===== config.mk =====
export PLATFORM = sky130hd
export DESIGN_NAME = scc_wave_sequencer
export DESIGN_NICKNAME = d
export VERILOG_FILES = /design/src/rtl/scc_wave_sequencer.sv
export SDC_FILE = /design/constraint.sdc
export NUM_CORES = 1
export LEC_CHECK = 0
export CAP_MARGIN = 10
export CORE_UTILIZATION = 55
export DETAILED_ROUTE_END_ITERATION = 6
export PLACE_DENSITY = 0.82
export RECOVER_POWER = 100
export SLEW_MARGIN = 0
export SYNTH_ARGS = -nofsm -noshare
export SYNTH_HDL_FRONTEND = slang
export SYNTH_SLANG_ARGS = --single-unit

===== constraint.sdc =====
create_clock -name clk -period 9.83 [get_ports clk]
set_input_delay 2.4575 -clock clk [delete_from_list [all_inputs] [get_ports clk]]
set_output_delay 2.4575 -clock clk [all_outputs]
set_load 0.005 [all_outputs]

===== src/rtl/scc_wave_sequencer.sv =====
// scc_wave_sequencer: five-channel SCC wavetable sequencer mixing over one shared wave RAM
module scc_wave_sequencer #(
    parameter int MIX_DIV  = 2,
    parameter int FREQ_MIN = 9
) (
    input  logic               clk,
    input  logic               reset_n,
    input  logic               ce,
    input  logic [59:0]        freq,
    input  logic [19:0]        vol,
    input  logic [4:0]         enable,
    input  logic               scc_plus,
    input  logic               cpu_req,
    input  logic               cpu_wr,
    input  logic [7:0]         cpu_addr,
    input  logic [7:0]         cpu_wdata,
    output logic               cpu_ack,
    output logic [7:0]         cpu_rdata,
    output logic [7:0]         ram_addr,
    output logic               ram_we,
    output logic [7:0]         ram_wdata,
    input  logic [7:0]         ram_rdata,
    output logic signed [15:0] sound,
    output logic               sample_valid
);
    localparam logic [2:0] IDLE = 3'd0, F0 = 3'd1, F1 = 3'd2, F4 = 3'd5, LAST = 3'd6;
    localparam logic [11:0] FMIN = 12'(FREQ_MIN);
    localparam logic [3:0] DLAST = 4'(MIX_DIV - 1);

    logic [2:0] state, fi, ci, page;
    logic [3:0] div, v;
    logic pend, rd_now, fetch, slot, in_range, grant, wrap;
    logic [11:0] cnt [5];
    logic [4:0] phase [5];
    logic [7:0] hold;
    logic signed [11:0] smp, gain, prod;
    logic signed [14:0] acc, acc_next;

    // Fk fetches channel k; the data lands one cycle later, so F1..LAST consume channel state-F1
    always_comb begin
        fetch = state >= F0 && state <= F4;
        fi = fetch ? state - F0 : 3'd0;
        ci = state >= F1 ? state - F1 : 3'd0;
        page = (fi == 3'd4 && !scc_plus) ? 3'd3 : fi;
        in_range = cpu_addr < 8'd160;
        slot = state == IDLE || state == LAST;
        grant = reset_n && cpu_req && !cpu_ack && slot;
        wrap = ce && div == DLAST;
        v = vol[4*ci +: 4];
        smp = {{4{ram_rdata[7]}}, ram_rdata};
        gain = {8'd0, v};
        prod = enable[ci] ? smp * gain : 12'sd0;
        acc_next = acc + {{3{prod[11]}}, prod};
        ram_addr = fetch ? {page, phase[fi]} : (grant && in_range ? cpu_addr : 8'd0);
        ram_we = grant && cpu_wr && in_range;
        ram_wdata = grant ? cpu_wdata : 8'd0;
        cpu_rdata = rd_now ? ram_rdata : hold;
    end

    always_ff @(posedge clk or negedge reset_n) begin
        if (!reset_n) begin
            for (int i = 0; i < 5; i++) begin
                cnt[i] <= '0;
                phase[i] <= '0;
            end
        end else if (ce) begin
            for (int i = 0; i < 5; i++)
                if (freq[12*i +: 12] >= FMIN) begin
                    cnt[i] <= cnt[i] == 12'd0 ? freq[12*i +: 12] : cnt[i] - 12'd1;
                    phase[i] <= cnt[i] == 12'd0 ? phase[i] + 5'd1 : phase[i];
                end
        end
    end

    // a CPU grant on the round-start cycle wins; pend carries the start one cycle later
    always_ff @(posedge clk or negedge reset_n) begin
        if (!reset_n) begin
            state <= IDLE;
            div <= '0;
            pend <= 1'b0;
            acc <= '0;
            sound <= '0;
            sample_valid <= 1'b0;
            cpu_ack <= 1'b0;
            rd_now <= 1'b0;
            hold <= 8'hFF;
        end else begin
            if (ce) div <= wrap ? 4'd0 : div + 4'd1;
            sample_valid <= state == LAST;
            cpu_ack <= grant;
            rd_now <= grant && !cpu_wr && in_range;
            if (grant && !in_range) hold <= 8'hFF;
            if (rd_now) hold <= ram_rdata;
            if (state == LAST) sound <= {acc_next, 1'b0};
            acc <= state == F0 ? 15'sd0 : acc_next;
            if (state == IDLE) begin
                pend <= (wrap || pend) && grant;
                state <= (wrap || pend) && !grant ? F0 : IDLE;
            end else begin
                state <= state == LAST ? IDLE : state + 3'd1;
            end
        end
    end
endmodule


==> results.py, run 1 <==
metrics = {
    "run_status": {
        "outcome": "finished with violations",
        "violations": "max-capacitance violations, max-slew violations",
    },
    "route": {
        "firstDrtPassIters": 5,
        "vias": 8521,
        "via_per_inst": 5.79,
        "remaining_drc_errors": 0,
        "wirelength_um": 23400,
        "ant_nets": 0,
        "avgRoutedWirePerCell_um": 15.9,
        "drt_iter0_drc": 423,
    },
    "sta": {
        "fin_ws_ns": 0.671,
        "drv_slew": 70,
        "max_slew_margin": -1.46,
        "timing.final.crit_share": 0.932,
        "worst_pin_slew_ns": 3.68,
        "setup_viol": 0,
        "holdWs_ns": 0.480,
        "fmax_ghz": 0.109,
        "rsz0062_at_grt": "no",
        "setup_tns_ns": 0,
        "period_needed_ns": 9.16,
        "skew_ns": 0.0137,
        "hold_viol": 0,
    },
    "setup_path": {
        "cp_common_cell": "ha_1",
        "cp-start-kind": "input pin",
        "cp.required_ns": 10.16,
        "crit_family": "compound AO/OA/AOI/OAI gates",
        "endpoint_kind": "register",
        "critical_path.max_stage_delay_ns": 0.60,
        "worstPathMaxFanout": 8,
        "worstPathArrival_ns": 9.49,
        "cp_num_buf_inv": 3,
        "critical_path_class": "in2reg",
        "slowest_stage": "a22oi_1",
    },
    "clocking": {
        "clockBufferDepth": 2,
        "cts_max_level": 4,
        "cts_tree": "done",
        "cts_hold_buf": 0,
        "cts_sinks": 134,
        "cts_made_buffers": 17,
        "root_buffer": "clkbuf_16",
        "post_cts_resized": 0,
        "clock_latency_ns": 0.42,
        "post_cts_buffers": 0,
        "clk_pin_slew_ns": 0.06,
    },
    "placed_design": {
        "placed_area_um2": 11200,
        "io_buffers": 156,
        "dp_cells": 1440,
        "dp_slack_ns": 0.462,
        "gp_congestion": 0.883,
        "hpwl_um": 17200,
    },
    "finish": {
        "design_area_um2": 11800,
        "multi_input_comb_area_um2": 5600,
        "regArea_um2": 3360,
        "final_util": 0.709,
        "area_growth_pct": 25.1,
        "fillers": 1342,
        "nets": 1431,
        "final_layout_size_suffix_gt1_frac": 0.0647,
        "final_cell_mix": "126 x dfrtp_1, 121 x a21oi_1, 115 x clkdlybuf4s50_1",
        "fin_cells": 1472,
        "insertedDiodeCount": 0,
        "final_common_cell": "dfrtp_1",
    },
    "yosys": {
        "synth_edf_count": 0,
        "ys_seq_area_frac": 0.357,
        "synthArstFlopShare": 1.00,
        "synth-simple-area-share": 0.202,
        "ys_ff_latch": 134,
        "synthFlopType": "dfrtp_1",
        "synth_compound_area_frac": 0.197,
        "yosys.area_share.adder": 0.116,
        "yosys_warnings": 0,
        "muxShareOfSynthArea": 0.0419,
        "synthDistinctLibCells": 69,
        "synthCells": 1091,
        "synth_top_family_by_area": "simple AND/OR/NAND/NOR gates",
        "avgSynthCellArea_um2": 8.64,
        "synth.cell_area_um2": 9430,
        "syn_nets": 1283,
        "synth_xor_area_frac": 0.0381,
    },
    "grt": {
        "overflow": 0,
        "antenna_found_initial": 1,
        "grt_max_degree": 70,
        "grt_util_all_layers": 0.277,
        "grt_pass1_wl_um": 39200,
        "grt_pass1_vias": 8305,
    },
    "die": {
        "start_util": 0.567,
        "die_area_um2": 17700,
        "die_y_um": 133,
        "ioPinCount": 158,
        "dieWidth_um": 133,
        "coreArea_um2": 16600,
        "row_count": 47,
    },
    "pwr": {
        "power_density_nw_per_um2": 356,
        "total_power_mw": 4.20,
        "ir_worst_vdd_v": 0.000214,
        "p_leak_nw": 5.18,
    },
    "job": {
        "maxCapViolCount": 1,
    },
    "min_path": {
        "hold_class": "reg2reg",
    },
}
==> worst paths after layout <==
path,from,endpoint,slack (ns),cells past startpoint
max,vol[14],sound[15],0.67,27
min,sound[4],sound[4],0.48,2
max reg2reg,state[0],sound[15],1.86,27
min reg2reg,sound[4],sound[4],0.48,2
max in group asynchronous,reset_n,cnt[21],3.83,2
min in group asynchronous,reset_n,acc[14],2.04,1
==> cell families (layout without fill, tap and decap cells) <==
group / Yosys count / in the layout
other cells: 1 / 1
compound gates: 309 / 309
fa+ha+maj: 77 / 77
buf+inv: 117 / 278
xor+xnor: 41 / 41
mux: 35 / 35
simple gates: 377 / 377
flops: 134 / 134
==> state kept, by name, summed over array words and instances (netlist names) <==
name,count
acc,15
cnt,60
cpu_ack,1
div,4
hold,8
pend,1
phase,25
rd_now,1
sample_valid,1
sound,15
state,3
==> synth_stat cells (3+ instances only) <==
master	count	share of area
nor2_1	88	0.035
dfstp_2	8	0.022
fa_1	17	0.036
xor2_1	14	0.013
a21o_1	5	0.0040
mux2i_1	8	0.0085
ha_1	60	0.080
a221oi_1	5	0.0046
nand3b_1	4	0.0032
o21ai_0	85	0.045
o21a_1	4	0.0032
o22ai_1	13	0.0086
nand2_1	95	0.038
o31ai_1	19	0.015
dfrtp_1	126	0.33
o211ai_1	9	0.0072
or2_2	3	0.0020
and3_1	3	0.0020
nand4_1	18	0.012
a21oi_1	120	0.064
nor3_1	23	0.012
mux2_4	3	0.0048
a211oi_1	4	0.0032
a22oi_1	6	0.0048
nor2b_1	39	0.026
a31oi_1	7	0.0046
inv_1	83	0.033
clkbuf_1	28	0.011
nand2b_1	13	0.0086
and2_1	19	0.013
mux2_2	24	0.029
nor4_1	16	0.011
nand3_1	26	0.014
or3_1	15	0.010
xnor2_1	27	0.025
o21bai_1	9	0.0072
==> where the power goes <==
group	switching [mW]	leakage [nW]	internal (mW)
Clock	0.246	0.314	0.457
Combinational	1.37	3.20	1.12
Sequential	0.222	1.66	0.793
==> worst min-delay path: cells and delay by family (launching register included) <==
family           cells  cell delay, ns
flip-flops           1            0.33
AND/OR/NAND/NOR      1            0.05
AO/OA/AOI/OAI        1            0.06
==> final cells by class <==
class	instances	area share
multi-input cells	840	0.475
flip-flops and latches	134	0.285
repair buffers	163	0.135
clock buffers	20	0.0379
inverters	83	0.0264
well taps	220	0.0233
clock inverters	12	0.0169
==> metal layers <==
layer  share of wire  wire [um]  global-route usage  up-vias
li1                -          -                   -     4159
met1            0.43      10000               0.342     4096
met2            0.51      11900               0.483      212
met3           0.041        954              0.0521       54
met4           0.024        567              0.0958        0
met5               0          0                   0        -
Note: power is estimated with default switching activity, not from simulation.
==> run 2, diff against run 1 <==
CORE_UTILIZATION = 59   (was 55)
PLACE_DENSITY = 0.87   (was 0.82)
REMOVE_ABC_BUFFERS = 1   (was unset)
clock period = 10.8 ns   (was 9.83 ns; I/O delays follow)
==> run 2 against run 1 <==
The flow still finishes with violations (max-capacitance violations, max-slew violations). Sequential share of layout area increased by 0.16 points. Routed wire length decreased by 0.19%. Critical path depth increased by 1. Register-to-register slack improved by 0.34 ns. Non-clock buffer count increased by 2. Global-route usage increased by 1.5 points. Sequential power decreased by 11%. Highest routed layer unchanged.
==> results.py, run 2 (same netlist as run 1, synthesis figures left out) <==
metrics = {
    "finish": {
        "largest_register_ffs": 60,
        "final_layout_size_suffix_gt1_frac": 0.0646,
        "insertedDiodeCount": 0,
        "final_util": 0.763,
        "final_common_cell": "dfrtp_1",
        "area_growth_pct": 24.4,
        "nets": 1433,
        "design_area_um2": 11700,
        "regMostFlops": "cnt",
        "reg_top3": "cnt: 60 flops, phase: 25 flops",
        "fillers": 1098,
        "final_cell_mix": "126 x dfrtp_1, 121 x a21oi_1, 117 x clkdlybuf4s50_1",
    },
    "placed_design": {
        "placed_area_um2": 11200,
        "gp_congestion": 0.872,
        "io_buffers": 156,
        "hpwl_um": 17100,
    },
    "clocking": {
        "root_buffer": "clkbuf_16",
        "clockBufferDepth": 2,
        "post_cts_buffers": 0,
        "cts_sinks": 134,
        "cts_max_level": 4,
        "post_cts_resized": 0,
        "clock_latency_ns": 0.43,
        "cts_made_buffers": 17,
        "clk_pin_slew_ns": 0.06,
        "cts_hold_buf": 0,
        "cts_tree": "done",
    },
    "die": {
        "start_util": 0.613,
        "coreArea_um2": 15400,
        "die_y_um": 128,
        "row_count": 45,
        "ioPinCount": 158,
        "die_area_um2": 16500,
        "dieWidth_um": 128,
    },
    "setup_path": {
        "cp.required_ns": 11.14,
        "worstPathArrival_ns": 9.87,
        "endpoint": "sound[15]",
        "rr_endpoint": "sound[15]",
        "critPathLaunch": "vol[14]",
        "endpoint_kind": "register",
        "critical_path_class": "in2reg",
        "worstPathMaxFanout": 8,
        "regToRegSetupSlack_ns": 2.20,
        "worst-r2r-cell-count": 29,
        "reg2reg_from": "state[0]",
        "cp-start-kind": "input pin",
    },
    "sta": {
        "fmax_ghz": 0.105,
        "worst_pin_slew_ns": 3.01,
        "timing.final.crit_share": 0.882,
        "period_needed_ns": 9.52,
        "drv_slew": 58,
        "holdWs_ns": 0.471,
        "max_slew_margin": -1.01,
        "rsz0062_at_grt": "no",
        "setup_viol": 0,
        "setup_tns_ns": 0,
        "skew_ns": 0.00978,
        "hold_viol": 0,
    },
    "grt": {
        "use_met1": 0.373,
        "grtUsageMet2": 0.506,
        "antenna_found_initial": 0,
        "overflow": 0,
        "grt_pass1_vias": 8258,
        "grt-busiest-layer": "met2",
        "grt_max_degree": 80,
        "use_met3": 0.0516,
        "grt_pass1_wl_um": 38400,
        "grt_util_all_layers": 0.292,
    },
    "route": {
        "vias": 8671,
        "ant_nets": 0,
        "wirelength_um": 23400,
        "remaining_drc_errors": 0,
        "avgRoutedWirePerCell_um": 16.0,
        "drt_iter0_drc": 571,
        "firstDrtPassIters": 6,
        "via_per_inst": 5.92,
    },
    "run_status": {
        "violations": "max-capacitance violations, max-slew violations",
        "outcome": "finished with violations",
    },
    "pwr": {
        "total_power_mw": 3.79,
        "power_density_nw_per_um2": 323,
        "ir_worst_vdd_v": 0.000184,
        "p_leak_nw": 5.15,
    },
    "job": {
        "maxCapViolCount": 1,
    },
    "min_path": {
        "hold_class": "reg2reg",
    },
}
[run 2: cell types whose count changed in the layout (fill, tap and decap cells not counted), sizes merged]
cell / change
bufinv: -3
clkbuf: +2
clkdlybuf4s50: +2
clkinv: +3
dlygate4sd3: -2
[run 2: how the worst min path moves through the flow]
stage | from | end | depth (start not counted)
2_1_floorplan | phase[14] | phase[14] | 1
3_3_place_gp | phase[14] | phase[14] | 1
3_5_place_dp | phase[9] | phase[9] | 1
4_1_cts | phase[9] | phase[9] | 1
5_1_grt | phase[24] | phase[24] | 1
6_report | sound[10] | sound[10] | 2
[run 2: layer usage]
layer | up-vias | wire length (um)
met5 | - | 0
met4 | 0 | 482
met3 | 45 | 1190
met2 | 283 | 11800
met1 | 4166 | 9950
li1 | 4177 | -
[run 2: area by class of cell]
type,count,area (um^2),area share
inverter,83,312,0.0266
timing repair buffer,165,1600,0.137
clock buffer,20,457,0.0389
clock inverter,12,128,0.0109
multi-input combinational,840,5600,0.478
sequential,134,3360,0.287
tap,211,264,0.0225
[run 2: critical path, cell delays in order]
cell and delay [ns]:
dlygate4sd3_1 0.54, mux2_2 0.26, o221ai_1 0.28, o21ai_0 0.12
a22oi_1 0.56, nor2b_1 0.11, ha_1 0.35, fa_1 0.54
inv_1 0.06, fa_1 0.52, inv_1 0.04, ha_1 0.34
nand3_1 0.11, o2111ai_1 0.21, o211ai_1 0.16, o21ai_0 0.35
nor3_1 0.09, mux2_1 0.33, or2_2 0.33, ha_1 0.36
a21o_1 0.23, a21oi_1 0.21, nor2b_1 0.08, a311oi_1 0.26
nand2_1 0.10, xnor2_1 0.14, or3_1 0.33, a31oi_1 0.16
[run 2: stage by stage]
| step | std cells | setup slack (ns) |
|---|---|---|
| 2_1_floorplan | 1057 | 2.24 |
| 3_3_place_gp | 1433 | 1.45 |
| 3_5_place_dp | 1433 | 1.22 |
| 4_1_cts | 1465 | 1.50 |
| 5_1_grt | 1465 | 0.966 |
| 6_report | 1465 | 1.28 |
[run 2: power breakdown]
part	leakage, nW	internal, mW	switching [mW]
combinational	3.20	1.03	1.28
sequential	1.66	0.722	0.187
clock	0.290	0.351	0.226
==> run 3, diff against run 2 <==
CTS_CLUSTER_DIAMETER = 100   (was unset)
SETUP_SLACK_MARGIN = 0.05   (was unset)
==> results of run 3 <==
Same layout as run 2: the final DEF is identical, and so are final timing and power.
